File: config.mk
export PLATFORM = sky130hd
export DESIGN_NAME = bbox_overlay
export DESIGN_NICKNAME = d
export VERILOG_FILES = /design/src/rtl/bbox_overlay.sv
export SDC_FILE = /design/constraint.sdc
export NUM_CORES = 1
export LEC_CHECK = 0
export ABC_AREA = 1
export CORE_UTILIZATION = 50
export CTS_CLUSTER_DIAMETER = 50
export DETAILED_ROUTE_END_ITERATION = 12
export HOLD_SLACK_MARGIN = 0.06
export PLACE_DENSITY = 0.73
export SYNTH_ARGS = -nofsm -noshare
export SYNTH_HDL_FRONTEND = slang
export SYNTH_SLANG_ARGS = --single-unit
export TNS_END_PERCENT = 50
File: constraint.sdc
create_clock -name pixelclk -period 14.2 [get_ports pixelclk]
set_input_delay 3.55 -clock pixelclk [delete_from_list [all_inputs] [get_ports pixelclk]]
set_output_delay 3.55 -clock pixelclk [all_outputs]
set_load 0.1 [all_outputs]
File: src/rtl/bbox_overlay.sv
// Draws a rectangular border over a video stream. The box is tracked once per frame
// from the projection stage, and the last good box is held across a few bad frames.
module bbox_overlay #(
  parameter int          IMG_WIDTH_LINE = 1024,
  parameter int          LINE_W         = 2,
  parameter logic [23:0] BOX_COLOR      = 24'hFF0000,
  parameter int          MISS_MAX       = 3
) (
  input  logic        pixelclk,
  input  logic        reset,
  input  logic        en,
  input  logic [23:0] i_rgb,
  input  logic        i_hs,
  input  logic        i_vs,
  input  logic        i_de,
  input  logic [11:0] hcount_l,
  input  logic [11:0] hcount_r,
  input  logic [11:0] vcount_l,
  input  logic [11:0] vcount_r,
  output logic [23:0] o_rgb,
  output logic        o_hs,
  output logic        o_vs,
  output logic        o_de,
  output logic        box_valid
);

  localparam int              MW       = $clog2(MISS_MAX + 2);
  localparam logic [11:0]     X_MAX    = 12'(IMG_WIDTH_LINE - 1);
  localparam logic [12:0]     IMG_W13  = 13'(IMG_WIDTH_LINE);
  localparam logic [12:0]     LW_M1    = 13'(LINE_W - 1);
  localparam logic [MW-1:0]   MISS_LIM = MW'(MISS_MAX);
  localparam logic [MW-1:0]   MISS_ONE = MW'(1);

  typedef struct packed {
    logic hs;
    logic vs;
    logic de;
  } sync_t;

  logic [11:0] x_q, x_d, y_q, y_d;
  logic [11:0] hl_q, hl_d, hr_q, hr_d, vl_q, vl_d, vr_q, vr_d;
  logic [MW-1:0] miss_q, miss_d;
  logic        bv_q, bv_d;
  sync_t       sync_in, s1_sync_q, o_sync_q;
  logic        s1_flag_q, s1_flag_d, s1_en_q;
  logic [23:0] s1_rgb_q, o_rgb_q, o_rgb_d;

  logic        frame_end, line_end, cand_ok;
  logic [12:0] x13, y13, hl13, hr13, vl13, vr13;
  logic        in_rows, in_cols, vert_edge, horz_edge;

  assign sync_in = '{hs: i_hs, vs: i_vs, de: i_de};

  always_comb begin
    // Stage-1 sync register doubles as the once-registered i_vs / i_de for edge detection.
    frame_end = s1_sync_q.vs & ~i_vs;
    line_end  = s1_sync_q.de & ~i_de;

    x_d = '0;
    if (i_de) x_d = (x_q < X_MAX) ? x_q + 12'd1 : x_q;

    y_d = y_q;
    if (frame_end)     y_d = '0;
    else if (line_end) y_d = y_q + 12'd1;

    cand_ok = (hcount_l < hcount_r) && (vcount_l < vcount_r) &&
              ({1'b0, hcount_r} < IMG_W13);

    hl_d   = hl_q;
    hr_d   = hr_q;
    vl_d   = vl_q;
    vr_d   = vr_q;
    miss_d = miss_q;
    bv_d   = bv_q;
    if (frame_end) begin
      if (cand_ok) begin
        hl_d   = hcount_l;
        hr_d   = hcount_r;
        vl_d   = vcount_l;
        vr_d   = vcount_r;
        miss_d = '0;
        bv_d   = 1'b1;
      end else begin
        if (miss_q <= MISS_LIM) miss_d = miss_q + MISS_ONE;
        // This miss pushes the count past MISS_MAX: drop the held box.
        if (miss_q >= MISS_LIM) begin
          bv_d = 1'b0;
          hl_d = '0;
          hr_d = '0;
          vl_d = '0;
          vr_d = '0;
        end
      end
    end
  end

  always_comb begin
    x13  = {1'b0, x_q};
    y13  = {1'b0, y_q};
    hl13 = {1'b0, hl_q};
    hr13 = {1'b0, hr_q};
    vl13 = {1'b0, vl_q};
    vr13 = {1'b0, vr_q};

    in_rows   = (y13 >= vl13) && (y13 <= vr13);
    in_cols   = (x13 >= hl13) && (x13 <= hr13);
    vert_edge = ((x13 >= hl13) && (x13 <= hl13 + LW_M1)) ||
                ((x13 + LW_M1 >= hr13) && (x13 <= hr13));
    horz_edge = ((y13 >= vl13) && (y13 <= vl13 + LW_M1)) ||
                ((y13 + LW_M1 >= vr13) && (y13 <= vr13));
    s1_flag_d = bv_q && ((in_rows && vert_edge) || (in_cols && horz_edge));

    o_rgb_d = '0;
    if (s1_sync_q.de) o_rgb_d = (s1_flag_q && s1_en_q) ? BOX_COLOR : s1_rgb_q;
  end

  always_ff @(posedge pixelclk or posedge reset) begin
    if (reset) begin
      x_q       <= '0;
      y_q       <= '0;
      hl_q      <= '0;
      hr_q      <= '0;
      vl_q      <= '0;
      vr_q      <= '0;
      miss_q    <= '0;
      bv_q      <= 1'b0;
      s1_sync_q <= '0;
      s1_flag_q <= 1'b0;
      s1_en_q   <= 1'b0;
      s1_rgb_q  <= '0;
      o_sync_q  <= '0;
      o_rgb_q   <= '0;
    end else begin
      x_q       <= x_d;
      y_q       <= y_d;
      hl_q      <= hl_d;
      hr_q      <= hr_d;
      vl_q      <= vl_d;
      vr_q      <= vr_d;
      miss_q    <= miss_d;
      bv_q      <= bv_d;
      s1_sync_q <= sync_in;
      s1_flag_q <= s1_flag_d;
      s1_en_q   <= en;
      s1_rgb_q  <= i_rgb;
      o_sync_q  <= s1_sync_q;
      o_rgb_q   <= o_rgb_d;
    end
  end

  assign o_rgb     = o_rgb_q;
  assign o_hs      = o_sync_q.hs;
  assign o_vs      = o_sync_q.vs;
  assign o_de      = o_sync_q.de;
  assign box_valid = bv_q;

endmodule
==> report_table.html <==
<table>
<tr><th>Metric</th><th>Value</th></tr>
<tr><th colspan="2">Floorplan</th></tr>
<tr><td>Row count</td><td>47</td></tr>
<tr><td>Core outline area</td><td>16,500 um2</td></tr>
<tr><td>Chip height</td><td>132 um</td></tr>
<tr><td>Full die area</td><td>17,400 um2</td></tr>
<tr><td>I/O pin count</td><td>106</td></tr>
<tr><td>Horizontal die dimension</td><td>132 um</td></tr>
<tr><td>Initial Utilization</td><td>0.511</td></tr>
<tr><th colspan="2">STA</th></tr>
<tr><td>Unrepaired setup endpoints after global routing</td><td>false</td></tr>
<tr><td>Highest Clock Rate</td><td>156 MHz</td></tr>
<tr><td>Clock period minus worst slack</td><td>6420 ps</td></tr>
<tr><td>Endpoints failing hold</td><td>0</td></tr>
<tr><td>Clk_skew</td><td>11.1 ps</td></tr>
<tr><td>Final-report setup violation count</td><td>0</td></tr>
<tr><td>Total count of max-transition violations in the final report</td><td>0</td></tr>
<tr><td>Part of the cycle the worst path needs</td><td>0.452</td></tr>
<tr><td>Setup TNS Final</td><td>0 ps</td></tr>
<tr><td>Worst slew pin tran</td><td>1040 ps</td></tr>
<tr><td>Slew headroom</td><td>0.305</td></tr>
<tr><th colspan="2">Clocking</th></tr>
<tr><td>Number of instances resized during post-cts repair</td><td>0</td></tr>
<tr><td>Clock sink total</td><td>132</td></tr>
<tr><td>Hold Buf Count CTS</td><td>0</td></tr>
<tr><td>Reg clk slew, reported paths</td><td>60 ps</td></tr>
<tr><td>Clock latency at the later pin of the worst-skew pair</td><td>430 ps</td></tr>
<tr><td>CTS tree</td><td>yes</td></tr>
<tr><td>Post-CTS setup repair buffer count</td><td>0</td></tr>
<tr><td>Total number of H-tree levels</td><td>4</td></tr>
<tr><td>Cell at the root of the clock tree</td><td>sky130_fd_sc_hd__clkbuf_16</td></tr>
<tr><td>Number of buffers added by the clock tree synthesis step</td><td>17</td></tr>
<tr><td>Worst-case clock buffer depth</td><td>2</td></tr>
<tr><th colspan="2">Critical path</th></tr>
<tr><td>Critical path start-end classification</td><td>in -&gt; reg</td></tr>
<tr><td>Register-to-register setup slack</td><td>11,330 ps</td></tr>
<tr><td>Data arrival time of the critical path</td><td>6690 ps</td></tr>
<tr><td>Nature of the critical path endpoint</td><td>register</td></tr>
<tr><td>Critical register-to-register path endpoint</td><td>box_valid$_DFFE_PP0P_</td></tr>
<tr><td>Worst Setup Start Kind</td><td>input port</td></tr>
<tr><td>Start of the worst register-to-register path</td><td>s1_sync_q[1]$_DFF_PP0_</td></tr>
<tr><td>Data required, critical path</td><td>14,470 ps</td></tr>
<tr><td>Number of cell instances on the worst register-to-register path</td><td>9</td></tr>
<tr><td>Crit Path Max Fanout</td><td>49</td></tr>
<tr><th colspan="2">Yosys</th></tr>
<tr><td>Netlist area before placement</td><td>8450 um2</td></tr>
<tr><td>YS warnings</td><td>0</td></tr>
<tr><td>Syn avg cell area</td><td>8.31 um2</td></tr>
<tr><td>Synthesized Nets</td><td>1,218</td></tr>
<tr><td>Count of different cell masters after synthesis</td><td>39</td></tr>
<tr><td>FF+latch count, synth</td><td>132</td></tr>
<tr><td>Sequential area share after synthesis</td><td>0.391</td></tr>
<tr><td>Synthesized netlist cell count</td><td>1,016</td></tr>
<tr><th colspan="2">Global routing</th></tr>
<tr><td>Initial antenna violation count</td><td>0</td></tr>
<tr><td>Global route total overflow</td><td>0</td></tr>
<tr><td>Maximum number of pins on one net before global-route repair</td><td>72</td></tr>
<tr><td>Wire length of the first global-routing pass</td><td>33.9 mm</td></tr>
<tr><td>GRT Overall Usage</td><td>0.249</td></tr>
<tr><td>Number of global-route vias before repair</td><td>6,880</td></tr>
<tr><th colspan="2">Placement</th></tr>
<tr><td>Placer Congestion</td><td>0.841</td></tr>
<tr><td>Dpl cells</td><td>1,323</td></tr>
<tr><td>Count of port buffers added during placement</td><td>105</td></tr>
<tr><td>Post-DP HPWL</td><td>15.7 mm</td></tr>
<tr><th colspan="2">Detailed routing</th></tr>
<tr><td>Via total after detailed routing</td><td>6,956</td></tr>
<tr><td>Via-per-instance ratio</td><td>5.13</td></tr>
<tr><td>First-pass iteration count of the detailed router</td><td>6</td></tr>
<tr><td>DRT iter0 DRCs</td><td>426</td></tr>
<tr><td>Count of unresolved DRC violations after routing</td><td>0</td></tr>
<tr><td>Detailed-route wire length</td><td>20.3 mm</td></tr>
<tr><td>Routed len/inst</td><td>15.0 um</td></tr>
<tr><td>Post-detailed-route count of antenna-violating nets</td><td>0</td></tr>
<tr><th colspan="2">Layout</th></tr>
<tr><td>Area grow syn2layout</td><td>21.3%</td></tr>
<tr><td>Total number of nets in the final design</td><td>1,324</td></tr>
<tr><td>Util after Layout</td><td>0.620</td></tr>
<tr><td>Non-filler instance count after layout</td><td>1,355</td></tr>
<tr><td>Share of layout cells above drive strength 1</td><td>0.0485</td></tr>
<tr><td>N_diodes</td><td>0</td></tr>
<tr><th colspan="2">Worst hold path</th></tr>
<tr><td>Startpoint of the lowest-slack hold path</td><td>s1_sync_q[2]$_DFF_PP0_</td></tr>
<tr><td>Worst hold endpoint</td><td>o_hs$_DFF_PP0_</td></tr>
<tr><td>Worst hold stages</td><td>0</td></tr>
<tr><td>Path type of the worst min-delay path</td><td>reg -&gt; reg</td></tr>
<tr><th colspan="2">Status</th></tr>
<tr><td>Result of the run</td><td>complete, no violations</td></tr>
<tr><th colspan="2">Power</th></tr>
<tr><td>P per Cell Area</td><td>122 nW/um2</td></tr>
<tr><td>Peak supply drop</td><td>0.106 mV</td></tr>
<tr><td>Standby leakage power</td><td>5.24 nW</td></tr>
<tr><th colspan="2">Job</th></tr>
<tr><td>Max-capacitance violation count</td><td>0</td></tr>
</table>
==> logic make-up (layout without fill, tap and decap cells) <==
logic type,Yosys count,after routing,share of synthesized area
AO/OA/AOI/OAI,146,146,0.0930
AND/OR/NAND/NOR,362,362,0.196
buffers and inverters,220,339,0.103
XOR/XNOR,32,32,0.0341
flip-flops,132,132,0.391
adder cells (fa/ha/maj),124,124,0.184
==> synthesized netlist by cell type <==
cell type                  count  area (um2)
sky130_fd_sc_hd__a21o_1        2        15.0
sky130_fd_sc_hd__a21oi_1      52         260
sky130_fd_sc_hd__and2_1        3        18.8
sky130_fd_sc_hd__and3_1        2        12.5
sky130_fd_sc_hd__buf_2         5        25.0
sky130_fd_sc_hd__buf_4         1        7.51
sky130_fd_sc_hd__buf_6         4        45.0
sky130_fd_sc_hd__clkbuf_1      9        33.8
sky130_fd_sc_hd__clkinv_1      1        3.75
sky130_fd_sc_hd__dfrtp_1     132        3300
sky130_fd_sc_hd__ha_1        124        1550
sky130_fd_sc_hd__inv_1       199         747
sky130_fd_sc_hd__inv_2         1        3.75
sky130_fd_sc_hd__nand2_1     158         593
sky130_fd_sc_hd__nand2_2       2        12.5
sky130_fd_sc_hd__nand3_1      66         330
sky130_fd_sc_hd__nand3_2       1        10.0
sky130_fd_sc_hd__nand3_4       1        17.5
sky130_fd_sc_hd__nand3b_1      6        45.0
sky130_fd_sc_hd__nand4_1      32         200
sky130_fd_sc_hd__nand4_2       1        12.5
sky130_fd_sc_hd__nor2_1       61         229
sky130_fd_sc_hd__nor2_2        2        12.5
sky130_fd_sc_hd__nor2_4        2        22.5
sky130_fd_sc_hd__nor3_1       21         105
sky130_fd_sc_hd__nor3_2        1        10.0
sky130_fd_sc_hd__nor3b_1       1        7.51
sky130_fd_sc_hd__o211ai_1      1        7.51
sky130_fd_sc_hd__o21a_1        2        15.0
sky130_fd_sc_hd__o21ai_0      43         215
sky130_fd_sc_hd__o21ai_1      27         135
sky130_fd_sc_hd__o21ai_2       6        52.6
sky130_fd_sc_hd__o21bai_1      2        15.0
sky130_fd_sc_hd__o22ai_1      10        62.6
sky130_fd_sc_hd__o31ai_1       1        7.51
sky130_fd_sc_hd__or2_2         2        12.5
sky130_fd_sc_hd__xnor2_1       2        17.5
sky130_fd_sc_hd__xnor2_2       1        16.3
sky130_fd_sc_hd__xor2_1       29         254
==> how the worst max path moves through the flow <==
| stage | from | endpoint | slack, ps | cells after the start |
|---|---|---|---|---|
| after floorplan | reset | box_valid$_DFFE_PP0P_ | 7120 | 1 |
| after CTS | hcount_r[5] | vl_q[7]$_DFFE_PP0P_ | 7800 | 11 |
| final | hcount_r[5] | box_valid$_DFFE_PP0P_ | 7780 | 11 |
| after global routing | vcount_r[11] | vl_q[11]$_DFFE_PP0P_ | 7470 | 11 |
| after detailed placement | hcount_r[5] | vl_q[7]$_DFFE_PP0P_ | 7370 | 11 |
| after global placement | hcount_r[5] | box_valid$_DFFE_PP0P_ | 7380 | 11 |
==> power breakdown <==
group / leakage, nW / internal (mW) / switching [mW]
logic: 3.25 / 0.136 / 0.252
clock network: 0.266 / 0.231 / 0.190
registers: 1.72 / 0.414 / 0.0264
==> placed cells by master, fill, tap and decap left out, types with 2 or more instances in the layout <==
cell	instances
sky130_fd_sc_hd__a21o_1	2
sky130_fd_sc_hd__a21oi_1	52
sky130_fd_sc_hd__and2_1	3
sky130_fd_sc_hd__and3_1	2
sky130_fd_sc_hd__clkbuf_16	17
sky130_fd_sc_hd__clkdlybuf4s50_1	105
sky130_fd_sc_hd__clkinvlp_4	4
sky130_fd_sc_hd__dfrtp_1	132
sky130_fd_sc_hd__ha_1	124
sky130_fd_sc_hd__inv_1	198
sky130_fd_sc_hd__inv_6	7
sky130_fd_sc_hd__inv_8	3
sky130_fd_sc_hd__nand2_1	158
sky130_fd_sc_hd__nand2_2	2
sky130_fd_sc_hd__nand3_1	66
sky130_fd_sc_hd__nand3b_1	6
sky130_fd_sc_hd__nand4_1	32
sky130_fd_sc_hd__nor2_1	61
sky130_fd_sc_hd__nor2_2	2
sky130_fd_sc_hd__nor2_4	2
sky130_fd_sc_hd__nor3_1	21
sky130_fd_sc_hd__o21a_1	2
sky130_fd_sc_hd__o21ai_0	43
sky130_fd_sc_hd__o21ai_1	26
sky130_fd_sc_hd__o21ai_2	7
sky130_fd_sc_hd__o21bai_1	2
sky130_fd_sc_hd__o22ai_1	10
sky130_fd_sc_hd__or2_2	2
sky130_fd_sc_hd__xnor2_1	2
sky130_fd_sc_hd__xor2_1	29
==> flip-flops by register name, summed over array words and instances, names as in the netlist <==
name,count
o_rgb,24
s1_rgb_q,24
hl_q,12
hr_q,12
vl_q,12
vr_q,12
x_q,12
y_q,12
miss_q,3
s1_sync_q,3
box_valid,1
o_de,1
o_hs,1
o_vs,1
s1_en_q,1
s1_flag_q,1
==> critical path, cell delays in order <==
cell and delay (ps):
sky130_fd_sc_hd__clkdlybuf4s50_1 450, sky130_fd_sc_hd__inv_1 60, sky130_fd_sc_hd__ha_1 280, sky130_fd_sc_hd__a21oi_1 130, sky130_fd_sc_hd__nor3_1 60, sky130_fd_sc_hd__nor3_1 120
sky130_fd_sc_hd__nand2_1 70, sky130_fd_sc_hd__nand2_1 580, sky130_fd_sc_hd__nand3_4 650, sky130_fd_sc_hd__nand2_2 590, sky130_fd_sc_hd__o21ai_0 130
==> through the flow <==
| step | hold slack (ps) | power, mW | worst slack, ps | cell area (um2) |
|---|---|---|---|---|
| 2_1_floorplan | 331 | 0.719 | 7120 | 8450 |
| 3_3_place_gp | 335 | 0.820 | 7380 | 9680 |
| 3_5_place_dp | 339 | 0.831 | 7370 | 9680 |
| 4_1_cts | 354 | 1.26 | 7800 | 10200 |
| 5_1_grt | 378 | 1.33 | 7470 | 10200 |
| 6_report | 351 | 1.25 | 7780 | 10200 |
==> final cells by class <==
| class | count | area (um2) |
|---|---|---|
| fill | 1422 | 6280 |
| inverter | 201 | 759 |
| clock inverter | 15 | 141 |
| clock buffer | 17 | 425 |
| timing repair buffer | 106 | 1060 |
| multi-input combinational | 664 | 4280 |
| sequential | 132 | 3300 |
| tap | 220 | 275 |
==> layer usage <==
metal	share of wire	global-route usage
met3	0.057	0.0550
met2	0.48	0.415
met5	0	0
met1	0.44	0.318
met4	0.024	0.0911
Note: power is estimated with default switching activity, not from simulation.
